`config.mk`:
```
export PLATFORM = sky130hd
export DESIGN_NAME = alu_seq_param
export DESIGN_NICKNAME = d
export VERILOG_FILES = /design/src/rtl/alu_seq_param.sv
export SDC_FILE = /design/constraint.sdc
export NUM_CORES = 1
export LEC_CHECK = 0
export CAP_MARGIN = 20
export CORE_MARGIN = 10
export CORE_UTILIZATION = 48
export DETAILED_ROUTE_END_ITERATION = 10
export DONT_BUFFER_PORTS = 1
export GPL_TIMING_DRIVEN = 0
export PLACE_DENSITY_LB_ADDON = 0.25
export SLEW_MARGIN = 40
export SYNTH_ARGS = -nofsm -noshare
export SYNTH_HDL_FRONTEND = slang
export SYNTH_SLANG_ARGS = --single-unit
export TNS_END_PERCENT = 1
```
`constraint.sdc`:
```
create_clock -name clk -period 4.2 [get_ports clk]
set_input_delay 0.63 -clock clk [delete_from_list [all_inputs] [get_ports clk]]
set_output_delay 0.63 -clock clk [all_outputs]
set_load 0.01 [all_outputs]
```
`src/rtl/alu_seq_param.sv`:
```
// alu_seq_param: multi-cycle add/sub, signed Booth multiply and unsigned restoring divide sharing one datapath
module alu_seq_param #(
  parameter int WIDTH = 8
) (
  input  logic               clk,
  input  logic               rst,
  input  logic [2*WIDTH-1:0] in,
  input  logic [1:0]         op_codes,
  input  logic               valid,
  output logic               busy,
  output logic               ready,
  output logic [WIDTH-1:0]   o_lo,
  output logic [WIDTH-1:0]   o_hi,
  output logic               overflow,
  output logic               div_zero
);
  localparam int CW = $clog2(WIDTH) + 1;
  typedef enum logic [2:0] {IDLE, ADDSUB, MUL, DIV, DONE} state_t;
  state_t state_q, state_d;
  logic [WIDTH:0] a_q, a_d;
  logic [WIDTH-1:0] q_q, q_d, m_q, m_d;
  logic q1_q, q1_d, sub_q, sub_d, ov_q, ov_d, dz_q, dz_d;
  logic [CW-1:0] cnt_q, cnt_d;
  logic [WIDTH-1:0] op_a, op_b, addend, sum;
  logic [WIDTH:0] m_ext, booth, shl, trial;
  logic last;
  assign op_a = in[2*WIDTH-1:WIDTH];
  assign op_b = in[WIDTH-1:0];
  assign addend = sub_q ? ~m_q : m_q;
  assign sum = q_q + addend + WIDTH'(sub_q);
  // accumulator carries one guard bit so most-negative x most-negative stays exact
  assign m_ext = {m_q[WIDTH-1], m_q};
  assign booth = (q_q[0] && !q1_q) ? a_q - m_ext : (!q_q[0] && q1_q) ? a_q + m_ext : a_q;
  assign shl = {a_q[WIDTH-1:0], q_q[WIDTH-1]};
  assign trial = shl - {1'b0, m_q};
  assign last = cnt_q == CW'(WIDTH);
  always_comb begin
    state_d = state_q;
    a_d = a_q;
    q_d = q_q;
    m_d = m_q;
    q1_d = q1_q;
    sub_d = sub_q;
    ov_d = ov_q;
    dz_d = dz_q;
    cnt_d = cnt_q;
    case (state_q)
      IDLE: if (valid) begin
        a_d = '0;
        q_d = op_a;
        m_d = op_b;
        q1_d = 1'b0;
        cnt_d = '0;
        sub_d = op_codes[0];
        ov_d = 1'b0;
        dz_d = 1'b0;
        state_d = op_codes[1] ? (op_codes[0] ? DIV : MUL) : ADDSUB;
        if (op_codes == 2'b11 && op_b == '0) begin
          a_d = {1'b0, op_a};
          q_d = '1;
          dz_d = 1'b1;
          state_d = DONE;
        end
      end
      ADDSUB: begin
        a_d = '0;
        q_d = sum;
        ov_d = (q_q[WIDTH-1] == addend[WIDTH-1]) && (sum[WIDTH-1] != q_q[WIDTH-1]);
        state_d = DONE;
      end
      MUL: if (last) state_d = DONE;
      else begin
        a_d = {booth[WIDTH], booth[WIDTH:1]};
        q_d = {booth[0], q_q[WIDTH-1:1]};
        q1_d = q_q[0];
        cnt_d = cnt_q + CW'(1);
      end
      DIV: if (last) state_d = DONE;
      else begin
        a_d = trial[WIDTH] ? shl : trial;
        q_d = {q_q[WIDTH-2:0], ~trial[WIDTH]};
        cnt_d = cnt_q + CW'(1);
      end
      default: state_d = IDLE;
    endcase
  end
  always_ff @(posedge clk) begin
    if (!rst) begin
      state_q <= IDLE;
      a_q <= '0;
      q_q <= '0;
      m_q <= '0;
      q1_q <= 1'b0;
      sub_q <= 1'b0;
      ov_q <= 1'b0;
      dz_q <= 1'b0;
      cnt_q <= '0;
      busy <= 1'b0;
      ready <= 1'b0;
      o_lo <= '0;
      o_hi <= '0;
      overflow <= 1'b0;
      div_zero <= 1'b0;
    end else begin
      state_q <= state_d;
      a_q <= a_d;
      q_q <= q_d;
      m_q <= m_d;
      q1_q <= q1_d;
      sub_q <= sub_d;
      ov_q <= ov_d;
      dz_q <= dz_d;
      cnt_q <= cnt_d;
      busy <= state_d != IDLE || state_q == DONE;
      ready <= state_q == DONE;
      if (state_q == DONE) begin
        o_lo <= q_q;
        o_hi <= a_q[WIDTH-1:0];
        overflow <= ov_q;
        div_zero <= dz_q;
      end
    end
  end
endmodule

```
After elaboration in Yosys (flattened, before gate mapping). Index checks and enable logic that the tools add are counted.

Add/subtract/negate cells: 6. Equality and inequality tests: 12. Multiplexer cells: 28. Bitwise gates (word level): 2. Reductions and logical operators: 20.

Operator list (number): $mux W9 (6); $mux W8 (6); $pmux W9 S4 (1); $pmux W8 S4 (1); $add A9 B9 Y9 (1); $mux W3 (3); $pmux W3 S3 (1); $sub A9 B8 Y9 (1); $sub A9 B9 Y9 (1); $add A8 B1 Y8 (1); $add A8 B8 Y8 (1); $logic_not A8 Y1 (1); $mux W4 (2); $ne A2 B2 Y1 const B (4); $not A8 Y8 (1); $pmux W4 S2 (1); $eq A3 B2 Y1 const B (2); $reduce_and A3 Y1 (2); $reduce_bool A2 Y1 (3); $add A4 B1 Y4 const B (1); $eq A4 B4 Y1 const B (1); $logic_and A1 B1 Y1 (4); $mux W1 (4); $pmux W1 S2 (2); other kinds (15) (17).

Register bits after elaboration: 56. Bits of input ports: 21. Output and inout port bits: 20. Logic and storage cells: 83.

Longest topological paths before layout.
Word-level depth: 7. Gate-level depth with buffers: 19.

Least setup slack after synthesis. No wires, ideal clock.

Kind: register to register. Start: register m_q[0]. End: register a_q[7]. Setup time: 0.119 ns. Data arrival time: 3.141 ns. Data required time: 4.081 ns. Path slack: 0.940 ns. Stages on the path, launching flop included: 16. Period minus slack after synthesis: 3.260 ns. Cells stage by stage: dfxtp_1 > ha_1 > inv_1 > fa_1 > a211oi_1 > o21bai_1 > a21oi_1 > nor2b_1 > o21ai_0 > nand2b_1 > ha_1 > clkbuf_1 > clkbuf_1 > mux2_2 > a211oi_1 > o21ai_1.

Word-level cells in the longest chain between the ends: 5.

Ends and longest elaborated chain: start, declared (RTL line 21) `logic [WIDTH-1:0] q_q, q_d, m_q, m_d;`; start signal, assigned (RTL line 108) `m_q <= m_d;`; $add A9 B9 Y9 (RTL line 33) `assign booth = (q_q[0] && !q1_q) ? a_q - m_ext : (!q_q[0] && q1_q) ? a_q + m_ext : a_q;`; $mux W9 (2 in series) (RTL line 33); $mux W9 (RTL line 71) `MUL: if (last) state_d = DONE;`; $pmux W9 S4 * (RTL line 47) `case (state_q)`; end signal, assigned (RTL line 90) `a_q <= '0;`; end signal, assigned (RTL line 106) `a_q <= a_d;`; end, declared (RTL line 20) `logic [WIDTH:0] a_q, a_d;`.

Every way passes the cells marked *; elsewhere a longest branch is shown, timed or not. The select of a mux whose other input is x is not followed. A chain may end at the register's enable or synchronous reset.

Worst setup path after layout. Ends and elaborated chain as after synthesis.

==> impl_metrics.py <==
metrics = {
    "clocking": {
        "cts_tree": "yes",
        "cts-buffers-inserted": 5,
        "clkSinkCount": 56,
        "cts-root-buf": "clkbuf_8",
        "cts_buffer_depth": 2,
        "ctsHoldBuffers": 0,
        "clock_latency_ps": 320,
        "clk_pin_slew_worst_paths_ps": 110,
        "h-tree-depth": 2,
    },
    "timing": {
        "hold_viol": 0,
        "clock_skew_ps": 6.99,
        "max_freq_ghz": 0.255,
        "setup_ws_ps": 279,
        "slew_headroom": 0.407,
        "worstMarginPinSlew_ps": 884,
        "fin_crit_sh": 0.934,
        "setup_tns_ps": 0,
        "rsz0062_at_grt": "no",
        "slew_viol_final": 0,
        "finalCriticalPeriod_ps": 3920,
        "setup_viol": 0,
    },
    "critical_path": {
        "crit_family": "compound AO/OA/AOI/OAI gates",
        "crit_buf_inv": 3,
        "cp_data_required_time_ps": 4420,
        "worst-setup-path-type": "flop to flop",
        "path_cells": "ha_1 -> inv_1 -> fa_1 -> a211oi_1 -> o21bai_1 -> a21oi_1 -> nor2b_1 -> o21ai_0 -> nand2b_1 -> ha_1 -> clkbuf_1 -> clkbuf_2 -> mux2_2 -> a211oi_1 -> o21ai_1",
        "critPathMaxStageDelay_ps": 530,
        "cp_slowest_cell": "dfxtp_1",
        "path_max_fanout": 10,
        "start_kind": "flop",
        "cp.arrival_ps": 4140,
        "worst_setup_path_end_kind": "flop",
    },
    "cells_and_area": {
        "fillCellCount": 837,
        "seq_area_sq_mm": 0.00112,
        "fin_nets": 610,
        "synthToLayoutAreaGrowth_pct": 5.79,
        "fin_cells": 661,
        "multi_input_area_sq_mm": 0.00286,
        "drive_gt1_frac": 0.0488,
        "diodes": 0,
    },
    "synth": {
        "async_reset_ff_frac": 0,
        "synthAdderAreaFrac": 0.117,
        "synth.distinct_cells": 62,
        "syn_area_sq_mm": 0.00421,
        "synth-simple-area-share": 0.202,
        "synth_enable_flop_cells": 0,
        "synth_ff_type": "dfxtp_1",
        "ys_seq_area_frac": 0.266,
        "ys_ff_latch": 56,
        "synth.area.mux_share": 0.0223,
        "syn_nets": 603,
        "yosysWarnings": 0,
        "netlist_instances": 545,
        "synth_top_family_by_area": "compound AO/OA/AOI/OAI gates",
        "syn_avg_cell_area_sq_um": 7.73,
        "synth_compound_area_frac": 0.268,
        "synth_xor_xnor_area_share": 0.0707,
    },
    "floorplan": {
        "fp.dieH_um": 114,
        "die_x_um": 114,
        "pin_count": 41,
        "rows": 34,
        "initial_core_util": 0.488,
        "die_area_sq_mm": 0.0129,
        "core_sq_mm": 0.00864,
    },
    "placement": {
        "dp_slack_ps": 285,
        "dp_cells": 653,
        "place_hpwl_um": 9580,
        "port_buffers": 0,
        "place_congestion": 0.975,
    },
    "routing": {
        "dr.pass1.iters": 5,
        "vias_per_cell": 6.05,
        "wl_per_cell_um": 18.4,
        "num_vias": 4000,
        "drc": 0,
        "drtIter0Drc": 343,
        "wl_um": 12100,
        "ant_nets": 0,
    },
    "power": {
        "power_frac_comb": 0.642,
        "p_switching_w": 0.00166,
        "p_seq_frac": 0.249,
        "p_leak_nw": 1.70,
        "power_density_mw_per_mm2": 750,
        "p_int_w": 0.00168,
        "swShare": 0.497,
        "pwr-share-clk": 0.110,
        "ir_worst_vdd_mv": 0.266,
        "power_w": 0.00334,
    },
    "run_status": {
        "outcome": "completed",
    },
    "global_routing": {
        "grt_pass1_vias": 3823,
        "grt_max_degree": 17,
        "antenna_found_initial": 0,
        "grt_pass1_wl_um": 20000,
        "grtUsageTotal": 0.186,
        "grt_overflow": 0,
    },
    "min_path": {
        "hp-class": "primary input to flop",
    },
    "run": {
        "drv_cap": 0,
    },
}
==> worst paths after layout <==
check / from / end / slack, ps / cells after the start
worst min-delay path: in[3] / m_q[3] / 430 / 2
worst min register to register: dz_q / dz_q / 470 / 2
worst max-delay path: m_q[0] / a_q[7] / 280 / 15
worst max register to register: m_q[0] / a_q[7] / 280 / 15
==> through the flow <==
step	hold WS, ps	area (sq um)	utilization
global route	432	4460	0.516
global placement	449	4350	0.503
CTS	434	4460	0.516
detailed placement	454	4350	0.503
floorplan	435	4210	-
finish	431	4460	0.516
==> cell type report <==
class / instances / share of cell area
Multi-Input combinational cell: 435 / 0.642
Sequential cell: 56 / 0.252
Buffer: 32 / 0.0331
Tap cell: 108 / 0.0303
Inverter: 22 / 0.0185
Clock buffer: 6 / 0.0163
Clock inverter: 2 / 0.00786
==> kinds of logic (layout without fill, tap and decap cells) <==
| kind of cell | count (synthesis) | count (layout) |
|---|---|---|
| simple gates | 187 | 187 |
| compound gates | 168 | 168 |
| flops | 56 | 56 |
| buf+inv | 54 | 62 |
| fa+ha+maj | 37 | 37 |
| xor+xnor | 34 | 34 |
| mux | 9 | 9 |
==> cell usage after synthesis, drive strengths merged (6+ instances only) <==
| library cell | instances | area, sq um |
|---|---|---|
| mux2i | 6 | 60.1 |
| buf | 11 | 67.6 |
| xnor2 | 21 | 184 |
| ha | 33 | 413 |
| nor2 | 37 | 141 |
| nand3 | 11 | 55.1 |
| and2 | 6 | 37.5 |
| nor2b | 7 | 43.8 |
| nand2b | 11 | 68.8 |
| a211oi | 8 | 60.1 |
| a21boi | 35 | 263 |
| a221oi | 7 | 61.3 |
| a21oi | 34 | 170 |
| dfxtp | 56 | 1120 |
| o211ai | 8 | 60.1 |
| o21ai | 32 | 160 |
| clkbuf | 21 | 78.8 |
| nand2 | 94 | 353 |
| xor2 | 13 | 114 |
| inv | 22 | 82.6 |
==> sequential cells by signal (all words and copies together), names as in the netlist, 3 cells and up <==
signal / cells
m_q: 8
a_q: 9
cnt_q: 4
o_hi: 8
state_q: 3
o_lo: 8
q_q: 8
==> power by group through the flow <==
| stage | combinational, W | sequential, W | clock (W) |
|---|---|---|---|
| finish | 0.00214 | 0.000831 | 0.000366 |
| global route | 0.00238 | 0.000848 | 0.000386 |
| floorplan | 0.00166 | 0.000764 | 0 |
| detailed placement | 0.00209 | 0.000840 | 0 |
| global placement | 0.00204 | 0.000836 | 0 |
| CTS | 0.00210 | 0.000826 | 0.000364 |
==> worst register-to-register path: cells and delay by family (launching register included) <==
kind,cells,cell delay (ps)
buffers and inverters,3,660
multiplexers,1,360
flip-flops,1,530
AND/OR/NAND/NOR,2,140
AO/OA/AOI/OAI,6,1160
adder cells (fa/ha/maj),3,980
==> layout by cell type, fill, tap and decap left out, drive strengths merged, types with 8 or more instances in the layout <==
cell / synthesis / layout
a211oi: 8 / 8
o211ai: 8 / 8
a21boi: 35 / 35
a21oi: 34 / 34
nand3: 11 / 11
xnor2: 21 / 21
inv: 22 / 22
xor2: 13 / 13
ha: 33 / 33
nor2: 37 / 37
dfxtp: 56 / 56
buf: 11 / 11
nand2b: 11 / 11
nand2: 94 / 94
clkbuf: 21 / 27
o21ai: 32 / 32
==> routing by layer <==
layer	track usage	vias up	share of wire
li1	-	1934	-
met1	0.249	1864	0.44
met2	0.290	183	0.43
met3	0.0535	19	0.11
met4	0.0389	0	0.015
met5	0	-	0
==> timing repair <==
item,CTS,global route
buffers inserted,0,0
gates resized for setup,0,2
endpoints found under the setup margin,0,4
(Power assumes the default switching activity.)
==> RTL change 1 (same settings) <==
Re-encode `state_t` (5 states) as Gray code, 3 bits wide.
--- a/src/rtl/alu_seq_param.sv
+++ b/src/rtl/alu_seq_param.sv
@@ -16,5 +16,5 @@
 );
   localparam int CW = $clog2(WIDTH) + 1;
-  typedef enum logic [2:0] {IDLE, ADDSUB, MUL, DIV, DONE} state_t;
+  typedef enum logic [2:0] {IDLE = 3'b000, ADDSUB = 3'b001, MUL = 3'b011, DIV = 3'b010, DONE = 3'b110} state_t;
   state_t state_q, state_d;
   logic [WIDTH:0] a_q, a_d;
Function: no difference found for any inputs over 10 cycles, from zero or initial values and one cycle with rst low; not proved beyond that.
==> RTL change 1 against the original RTL <==
- critical path depth is 1 lower
- routed wire length is 0.99% lower
- hold slack better by 0.013 ns
- area after synthesis is 1.1% lower
- worst setup slack better by 0.068 ns
- design area is 1.2% lower
- non-clock buffer count stayed put
- first-iteration DRC count is 0.87% lower
- sequential cell count stayed put
- maximum frequency is 1.8% higher
- global-route usage is 0.25 points lower
Power is not compared: it rests on default switching activity, and its combinational part moved more than twofold at a synthesized area within 25%.
==> RTL change 1: results (changes against the original RTL) <==
| Metric | Value |
|---|---|
| CTS max path bufs | 2 (unchanged) |
| Wl on met1 | 5270 um (-1.4%) |
| Type of the most critical hold path | in -> reg |
| Lkg Pwr | 1.71 nW |
| CTS Buf Count | 5 (unchanged) |
| Worst R2R Setup Slack | 0.35 ns (+0.07 ns) |
| Async S/R FF share, synth | 0% (unchanged) |
| Cell variety after synth | 65 (+4.8%) |
| DR top layer | met4 |
| Vias in the first global route | 3863 (+1.0%) |
| DR iter-0 viols | 340 (-0.87%) |
| Worst setup path class | reg -> reg |
| Fillers | 849 (+1.4%) |
| Status | completed |
| Met3 WL | 1290 um (-5.2%) |
| Post-synthesis sequential area ratio | 26.9% (+0.30 points) |
| WL met2 | 5350 um (+2.0%) |
| N_diodes | 0 (unchanged) |
| CTS clk-pin slew, worst paths | 0.10 ns |
| Crit-path max FO | 10 (unchanged) |
| Share of layout cells above drive strength 1 | 5.58% (+0.69 points) |
| Global-route wire length before repair | 19800 um (-0.76%) |
| Setup slack at placement | 0.408 ns (+0.123 ns) |
| FF-to-FF path depth | 14 (-1) |
| Max reg flops | 9 (unchanged) |
| # Post-CTS Setup Buffers | 0 (unchanged) |
| Critical path capture point | a_q[7] |
| Worst path max stage delay | 0.56 ns (+0.03 ns) |
| Data arrival, critical path | 4.04 ns (-0.10 ns) |
| Post-cts resize count | 0 (unchanged) |
| Final period utilization | 91.7% (-1.6 points) |
| Final WL | 12000 um (-0.99%) |
| Max_slew headroom | 53.6% (+13 points) |
| Largest net degree at the start of global routing | 17 (unchanged) |
| Most flop-heavy register | a_q |
| Post-synth top cells | nand2_1, a21oi_1, dfxtp_1 |
| Setup Skew | 0.00987 ns (+0.00289 ns) |
| CTS root buffer | clkbuf_8 |
| Nets@finish | 613 (+0.49%) |
| DP Wirelength | 9410 um (-1.8%) |
| Area contributors post-synth | dfxtp_1, ha_1, nand2_1 |
| Max VDD drop | 295 uV |
| Worst r2r src | m_q[0] |
| DR vias/cell | 6.14 (+1.4%) |
| Clock Latency Late Sink | 0.31 ns |
| Critical-path top delay cell | dfxtp_1 |
| Routability congestion estimate | 0.913 (-6.4%) |
| Drt pass-1 iters | 7 (+2) |
| Synth Warn # | 0 (unchanged) |
| GRT Util Overall | 18.4% (-0.25 points) |
| PortBufs | 0 (unchanged) |
[RTL change 1: final cells by class]
cell class | count | share of cell area [%]
multi-input cells | 439 | 64.1
clock buffers | 6 | 1.65
flip-flops and latches | 56 | 25.4
plain buffers | 32 | 3.24
well taps | 105 | 2.98
clock inverters | 2 | 0.795
inverters | 21 | 1.79
[RTL change 1: how the worst min path moves through the flow]
stage / start / depth (start not counted) / slack [ns] / to
floorplan: dz_q / 2 / 0.43 / div_zero
finish: in[4] / 2 / 0.44 / m_q[4]
global placement: dz_q / 2 / 0.45 / dz_q
global route: in[2] / 2 / 0.43 / m_q[2]
CTS: in[2] / 2 / 0.44 / m_q[2]
detailed placement: dz_q / 2 / 0.45 / dz_q
[RTL change 1: power by group]
group	switching, mW	total, mW	internal, mW	leakage (nW)
clock network	0.179	0.356	0.177	0.0552
registers	0.0668	0.634	0.567	0.456
logic	0.403	0.674	0.271	1.20
[RTL change 1: kinds of logic after synthesis]
kind of cell,Yosys count,share of synthesized area (%)
AO/OA/AOI/OAI,158,24.4
XOR/XNOR,28,6.07
adder cells (fa/ha/maj),37,11.8
buffers and inverters,53,5.32
flip-flops,56,26.9
multiplexers,11,2.73
AND/OR/NAND/NOR,205,22.8
[RTL change 1: metal layers]
metal / vias to the layer above / track usage (%)
met5: - / 0
met2: 177 / 29.1
met3: 10 / 4.23
met4: 0 / 2.79
met1: 1914 / 25.1
li1: 1955 / -
[RTL change 1: per-stage QoR]
stage | hold slack (ns) | instance area [um2] | instances | util [%]
detailed placement | 0.447 | 4300 | 653 | 51.5
finish | 0.444 | 4410 | 661 | 52.8
global placement | 0.448 | 4300 | 653 | 51.5
CTS | 0.438 | 4410 | 661 | 52.8
floorplan | 0.432 | 4170 | 548 | -
global route | 0.426 | 4410 | 661 | 52.8
==> RTL change 2 (same flow settings) <==
Without the edit above. `WIDTH`: 8 -> 4.
--- a/src/rtl/alu_seq_param.sv
+++ b/src/rtl/alu_seq_param.sv
@@ -1,5 +1,5 @@
 // alu_seq_param: multi-cycle add/sub, signed Booth multiply and unsigned restoring divide sharing one datapath
 module alu_seq_param #(
-  parameter int WIDTH = 8
+  parameter int WIDTH = 4
 ) (
   input  logic               clk,
Interface: changed (resized in, o_hi and o_lo); port bits go from 41 to 25. The function was not compared with the original's and may differ.
==> RTL change 2 against the original RTL <==
- critical path type unchanged
- design area down 39%
- count of clock-buffer cells in the layout unchanged
- worst setup slack better by 1.1 ns
- largest power group is now registers
- global-route usage down 3.3 points
- first-iteration DRC count down 49%
- routed wire length down 47%
- clock skew down 0.0013 ns
- power down 71%
- area after synthesis down 40%
- clock power down 20%
- sequential cell count down 21
- synthesized cell count down 45%
==> RTL change 2: results (changes against the original RTL) <==
| Metric | Value |
|---|---|
| Lkg Pwr | 1.01 nW (-40%) |
| Wl on met1 | 2850 um (-47%) |
| Share of layout cells above drive strength 1 | 12.1% (+7.2 points) |
| GRT Util Overall | 15.3% (-3.3 points) |
| Post-synthesis mux area share | 3.69% (+1.5 points) |
| Power Internal | 0.655 mW (-61%) |
| Worst path max stage delay | 0.43 ns (-0.10 ns) |
| Hold depth | 1 (-1) |
| Nets@finish | 341 (-44%) |
| Worst R2R Setup Slack | 1.43 ns (+1.15 ns) |
| Hold WS | 0.457 ns (+0.0259 ns) |
| Worst Tran Pin Value | 0.536 ns (-0.348 ns) |
| DP Wirelength | 4980 um (-48%) |
| FF-to-FF path depth | 12 (-3) |
| Area after DPL | 2600 um2 (-40%) |
| Max VDD drop | 278 uV (+4.5%) |
| Routability congestion estimate | 0.925 (-5.2%) |
| Global-route wire length before repair | 10800 um (-46%) |
| Top delay family on crit path | adder cells |
| Final WL | 6390 um (-47%) |
| Post-synthesis adder-cell area fraction | 11.7% (-0.048 points) |
| Status | completed |
| Max reg flops | 5 (-4) |
| DR iter-0 viols | 174 (-49%) |
| Syn Nets | 334 (-45%) |
| Clk pwr share | 29.9% (+19 points) |
| Dpl cells | 370 (-43%) |
-- RTL change 2: cell types whose count changed after synthesis, sizes merged, moves of 6 or more --
cell / delta
xor2: -7
nand2: -47
dfxtp: -21
inv: -8
xnor2: -11
clkbuf: -17
nor2: -26
a21boi: -34
o211ai: -6
ha: -16
o21ai: -22
-- RTL change 2: per-layer routing --
metal | GRT usage [%] | vias to the layer above
li1 | - | 1087
met1 | 18.3 | 1022
met2 | 27.4 | 46
met3 | 3.23 | 6
met4 | 3.60 | 0
met5 | 0 | -
-- RTL change 2: area by class of cell --
type                    instances  area [um2]  share of cell area [%]
inverters                      15        56.3                    2.08
clock buffers                   6        72.6                    2.69
multi-input cells             231        1650                    60.9
clock inverters                 1        30.0                    1.11
flip-flops and latches         35         701                    25.9
well taps                      70        87.6                    3.24
plain buffers                  19         110                    4.07
